### config.mk
export PLATFORM = sky130hd
export DESIGN_NAME = step_tick_gen
export DESIGN_NICKNAME = d
export VERILOG_FILES = /design/src/rtl/step_tick_gen.sv
export SDC_FILE = /design/constraint.sdc
export NUM_CORES = 1
export LEC_CHECK = 0
export CORE_MARGIN = 5
export CORE_UTILIZATION = 59
export DETAILED_ROUTE_END_ITERATION = 7
export HOLD_SLACK_MARGIN = 0.08
export PLACE_DENSITY = 0.86
export SLEW_MARGIN = 5
export SYNTH_ARGS = -nofsm -noshare
export SYNTH_HDL_FRONTEND = slang
export SYNTH_SLANG_ARGS = --single-unit
export TNS_END_PERCENT = 30
### constraint.sdc
create_clock -name clk -period 4.25 [get_ports clk]
set_clock_uncertainty 0.05 [all_clocks]
set_input_delay 0.85 -clock clk [delete_from_list [all_inputs] [get_ports clk]]
set_output_delay 0.85 -clock clk [all_outputs]
set_load 0.02 [all_outputs]
### src/rtl/step_tick_gen.sv
// -----------------------------------------------------------------------------
// step_tick_gen
// Programmable tick-pulse source. After an accepted start it emits one-cycle
// tick pulses every p_eff cycles, where p_eff = max(period, MIN_PERIOD). A
// non-zero num_ticks gives a finite burst that ends with a one-cycle done
// pulse; num_ticks = 0 runs continuously until stop.
//
// Optional feature macro: STEP_TICK_DIR_EN (adds dir / dir_out).
//
// Ports:
//   clk         in   system clock, rising edge
//   rst         in   asynchronous active-high reset
//   start       in   begin generation (honoured only in IDLE)
//   stop        in   abort generation (honoured only in RUN, beats a due tick)
//   period      in   cycles between ticks, clamped below at MIN_PERIOD
//   num_ticks   in   burst length, 0 = continuous
//   tick        out  registered one-cycle step pulse
//   busy        out  high while the FSM is not in IDLE
//   done        out  registered one-cycle pulse at burst completion
//   ticks_sent  out  ticks issued since the last accepted start
//   dir         in   (STEP_TICK_DIR_EN only) requested direction
//   dir_out     out  (STEP_TICK_DIR_EN only) direction, stable around ticks
// -----------------------------------------------------------------------------
module step_tick_gen #(
   parameter int PERIOD_W   = 16,
   parameter int COUNT_W    = 16,
   parameter int MIN_PERIOD = 2
) (
   input  logic                clk,
   input  logic                rst,
   input  logic                start,
   input  logic                stop,
   input  logic [PERIOD_W-1:0] period,
   input  logic [COUNT_W-1:0]  num_ticks,
   output logic                tick,
   output logic                busy,
   output logic                done,
   output logic [COUNT_W-1:0]  ticks_sent
`ifdef STEP_TICK_DIR_EN
   ,
   input  logic                dir,
   output logic                dir_out
`endif
);

   typedef enum logic [1:0] {
      IDLE   = 2'd0,
      RUN    = 2'd1,
      FINISH = 2'd2
   } state_t;

   localparam logic [PERIOD_W-1:0] MIN_P   = PERIOD_W'(MIN_PERIOD);
   localparam logic [PERIOD_W-1:0] PH_ONE  = PERIOD_W'(1);
   localparam logic [COUNT_W-1:0]  CNT_ONE = COUNT_W'(1);

   state_t                state, state_nxt;
   logic [PERIOD_W-1:0]   phase, phase_nxt;
   logic [PERIOD_W-1:0]   p_lat, p_nxt;
   logic [COUNT_W-1:0]    n_lat, n_nxt;
   logic [COUNT_W-1:0]    ts_nxt;
   logic [COUNT_W-1:0]    ts_inc;
   logic [PERIOD_W-1:0]   p_eff;
   logic                  tick_nxt;
   logic                  done_nxt;
   logic                  busy_nxt;

   // Clamp the requested period to the minimum (full-width unsigned compare).
   always_comb begin
      p_eff = period;
      if (period < MIN_P) begin
         p_eff = MIN_P;
      end else begin
         p_eff = period;
      end
   end

   assign ts_inc = ticks_sent + CNT_ONE;

   // Next-state and next-output logic for the IDLE/RUN/FINISH sequencer.
   always_comb begin
      state_nxt = state;
      phase_nxt = phase;
      p_nxt     = p_lat;
      n_nxt     = n_lat;
      ts_nxt    = ticks_sent;
      tick_nxt  = 1'b0;
      done_nxt  = 1'b0;
      case (state)
         IDLE: begin
            // stop is deliberately ignored here, so start+stop still starts
            if (start) begin
               p_nxt     = p_eff;
               n_nxt     = num_ticks;
               ts_nxt    = {COUNT_W{1'b0}};
               phase_nxt = PH_ONE;
               state_nxt = RUN;
            end else begin
               state_nxt = IDLE;
            end
         end
         RUN: begin
            if (stop) begin
               state_nxt = IDLE;
            end else if (phase == p_lat) begin
               tick_nxt  = 1'b1;
               phase_nxt = PH_ONE;
               ts_nxt    = ts_inc;
               // new period only takes effect at an interval boundary
               p_nxt     = p_eff;
               if ((n_lat != {COUNT_W{1'b0}}) && (ts_inc == n_lat)) begin
                  state_nxt = FINISH;
               end else begin
                  state_nxt = RUN;
               end
            end else begin
               phase_nxt = phase + PH_ONE;
            end
         end
         FINISH: begin
            done_nxt  = 1'b1;
            state_nxt = IDLE;
         end
         default: begin
            state_nxt = IDLE;
         end
      endcase
      if (state_nxt != IDLE) begin
         busy_nxt = 1'b1;
      end else begin
         busy_nxt = 1'b0;
      end
   end

   // State and registered outputs.
   always_ff @(posedge clk or posedge rst) begin
      if (rst) begin
         state      <= IDLE;
         phase      <= {PERIOD_W{1'b0}};
         p_lat      <= {PERIOD_W{1'b0}};
         n_lat      <= {COUNT_W{1'b0}};
         ticks_sent <= {COUNT_W{1'b0}};
         tick       <= 1'b0;
         done       <= 1'b0;
         busy       <= 1'b0;
      end else begin
         state      <= state_nxt;
         phase      <= phase_nxt;
         p_lat      <= p_nxt;
         n_lat      <= n_nxt;
         ticks_sent <= ts_nxt;
         tick       <= tick_nxt;
         done       <= done_nxt;
         busy       <= busy_nxt;
      end
   end

`ifdef STEP_TICK_DIR_EN
   // Direction is resampled only at start and as tick falls, so it is never
   // changing while a tick is high or in the cycle just before it.
   always_ff @(posedge clk or posedge rst) begin
      if (rst) begin
         dir_out <= 1'b0;
      end else if ((state == IDLE) && start) begin
         dir_out <= dir;
      end else if (tick && !tick_nxt) begin
         dir_out <= dir;
      end else begin
         dir_out <= dir_out;
      end
   end
`else
   // Without the direction option there is no direction state at all.
`endif

endmodule
==> flow_metrics.py <==
metrics = {
    "routing": {
        "viasPerCell": 6.12,
        "vias": 3059,
        "initialDrtViolationCount": 230,
        "dr.pass1.iters": 5,
        "finalWirelength_mm": 8.80,
        "wl_per_cell_um": 17.6,
        "drc": 0,
        "drtAntennaViolNets": 0,
    },
    "floorplan": {
        "die_w_um": 89.8,
        "die_y_um": 89.8,
        "dieArea_sq_um": 8070,
        "initial_core_util_pct": 59.9,
        "core_area_sq_um": 6280,
        "fp-row-count": 29,
        "ios": 55,
    },
    "cts": {
        "h-tree-depth": 3,
        "post_cts_buffers": 0,
        "clkLatencyLatePin_ns": 0.34,
        "cts_buffers": 9,
        "clk_pin_slew_worst_paths_ns": 0.07,
        "cts_tree": "done",
        "hold_buffers": 0,
        "cts-resized-gates": 0,
        "cts.sinks": 69,
        "cts_buffer_depth": 2,
        "clock-root-buffer": "clkbuf_8",
    },
    "yosys": {
        "synth-compound-area-share_pct": 10.3,
        "synth_flop_cell": "dfrtp_1",
        "syn_nets": 411,
        "post-synth-top-area-cell": "dfrtp_1",
        "ys_warn_count": 0,
        "synthTopCellsByArea": "dfrtp_1, mux2_2, xnor2_1",
        "synth_top_area_share_pct": 45.9,
        "synth_mux_area_share_pct": 8.98,
        "ys_seq_area_share_pct": 45.9,
        "netlist_area_sq_um": 3760,
        "synth.top_cells.by_count": "dfrtp_1, xnor2_1, mux2_2",
        "synth-seq-cells": 69,
        "synth.avg_cell_area_sq_um": 10.1,
        "synthCells": 373,
        "synth.distinct_cells": 42,
        "synthSimpleGateAreaFrac_pct": 18.7,
        "synthXorXnorAreaFrac_pct": 11.6,
        "synth_top_family_by_area": "simple AND/OR/NAND/NOR gates",
        "yosysMostFrequentCell": "dfrtp_1",
        "synthArstFlopShare_pct": 100,
        "synth-edff-count": 0,
        "synth_fa_ha_area_share_pct": 0.665,
    },
    "critical_path": {
        "worst_setup_path_end_kind": "flip-flop",
        "cp_max_fo": 13,
        "max_stage_delay_ns": 0.86,
        "worstPathArrival_ns": 3.06,
        "critical_path_required_ns": 4.43,
        "start_kind": "flip-flop",
        "slowest_stage": "nor4_2",
        "crit_type": "flip-flop to flip-flop",
        "path_cells": "xnor2_1 -> nand4_1 -> nor4_2 -> nand3_1 -> o41ai_1",
    },
    "sta": {
        "max_freq_ghz": 0.347,
        "setup_viol": 0,
        "slew_headroom_pct": 33.5,
        "period_minus_slack_ns": 2.88,
        "hold_viol": 0,
        "tns_ns": 0,
        "tightest_slew_ns": 0.990,
        "slew_viol_final": 0,
        "period_share_pct": 67.8,
        "rsz0062_at_grt": "no",
    },
    "layout": {
        "fin_nets": 456,
        "drive_gt1_share_pct": 13.0,
        "fin_util_pct": 72.6,
        "insertedDiodeCount": 0,
        "syn_to_final_growth_pct": 21.1,
        "fill_cells": 473,
    },
    "grt": {
        "grt_remaining_overflow": 0,
        "grt_pass1_wl_mm": 14.4,
        "grt_pass1_vias": 2919,
        "grt_antenna_before_repair": 0,
        "grt_max_degree": 50,
        "grt_use_total_pct": 21.9,
    },
    "pwr": {
        "power_leakage_nw": 1.79,
        "ir_worst_vdd_v": 0.000324,
        "cellPowerDensity_nw_per_um2": 416,
    },
    "placed_design": {
        "hpwl_mm": 6.41,
        "gp_congestion": 0.895,
        "port-buffer-count": 54,
    },
    "hold_path": {
        "hold_class": "flip-flop to flip-flop",
    },
    "job": {
        "cap_violations": 0,
    },
    "outcome": {
        "outcome": "finished clean",
    },
}
[layout by cell type (no fill, tap or decap), types with 2 or more instances in the layout]
master	netlist	routed
a41oi_1	2	2
a21oi_1	12	12
nand3_1	11	11
o41ai_1	2	2
clkbuf_8	0	10
nand2_1	20	20
a21o_1	3	3
o2bb2ai_1	2	2
clkbuf_1	11	2
nor2b_1	3	3
bufinv_16	0	3
and3_1	8	8
xor2_1	13	13
nand2b_1	5	5
nand4_1	21	21
nor4_2	2	2
ha_1	2	2
clkdlybuf4s50_1	0	54
xnor2_1	37	37
a31oi_1	2	2
inv_1	8	7
nor3b_2	2	2
nor3_1	4	4
or2b_1	2	2
o21ai_0	27	27
and4_1	2	2
a32oi_1	2	2
mux2_2	30	30
o31ai_1	8	8
dfrtp_1	69	69
buf_4	1	3
nor4_1	12	12
nor3b_1	2	2
nor2_1	29	29
[layout make-up]
cell class	count	area [sq um]	area share, %
clock buffer	12	145	3.19
clock inverter	4	95.1	2.09
inverter	8	30.0	0.659
multi-input combinational	273	1900	41.7
sequential	69	1730	37.9
tap	77	96.3	2.12
timing repair buffer	57	563	12.4
[path summary, 6_finish.rpt]
| kind | startpoint | end | slack, ns | depth (start not counted) |
|---|---|---|---|---|
| setup / recovery | phase[11] | ticks_sent[11] | 1.37 | 5 |
| hold / removal | state[0] | done | 0.47 | 1 |
| setup reg to reg | phase[11] | ticks_sent[11] | 1.37 | 5 |
| hold reg to reg | state[0] | done | 0.47 | 1 |
| max in group asynchronous | rst | ticks_sent[4] | 2.36 | 3 |
| min in group asynchronous | rst | ticks_sent[3] | 0.80 | 2 |
[metrics by stage]
stage	total power [W]	hold slack (ns)	setup WS, ns	instance area, sq um	cells
after global routing	0.00198	0.506	1.07	4550	500
after detailed placement	0.00126	0.464	1.07	4310	484
final	0.00189	0.470	1.37	4550	500
after floorplan	0.00114	0.420	1.61	3760	373
after global placement	0.00123	0.438	1.14	4310	484
after CTS	0.00190	0.475	1.39	4550	500
[layer usage]
layer | up-vias | global-route usage, % | part of all wire [%]
met2 | 125 | 32.3 | 46
li1 | 1424 | - | -
met1 | 1492 | 32.0 | 46
met3 | 18 | 4.42 | 6.6
met5 | - | 0 | 0
met4 | 0 | 8.19 | 2.0
[logic make-up (layout without fill, tap and decap cells)]
| group | after synthesis | in the layout |
|---|---|---|
| AOI/OAI and AO/OA | 63 | 63 |
| xor gates and xnor gates | 50 | 50 |
| adders and majority gates | 2 | 2 |
| buffers and inverters | 31 | 81 |
| DFF | 69 | 69 |
| muxes | 30 | 30 |
| and+or+nand+nor | 128 | 128 |
[state kept, by name (all words and copies together), names as in the netlist]
register	flops
n_lat	16
tick	1
state	2
phase	16
ticks_sent	16
p_lat	16
done	1
busy	1
[report_power, final]
group	internal (W)	switching, W
registers	0.000757	0.000110
logic	0.000214	0.000168
clock network	0.000406	0.000239
total	0.00138	0.000518
[critical path: cells and delay by family, from the launching register on]
family	cells	cell delay, ns
XOR/XNOR	1	0.18
AND/OR/NAND/NOR	3	1.58
flip-flops	1	0.47
AO/OA/AOI/OAI	1	0.47
No activity file was read; power rests on OpenSTA's default activity.
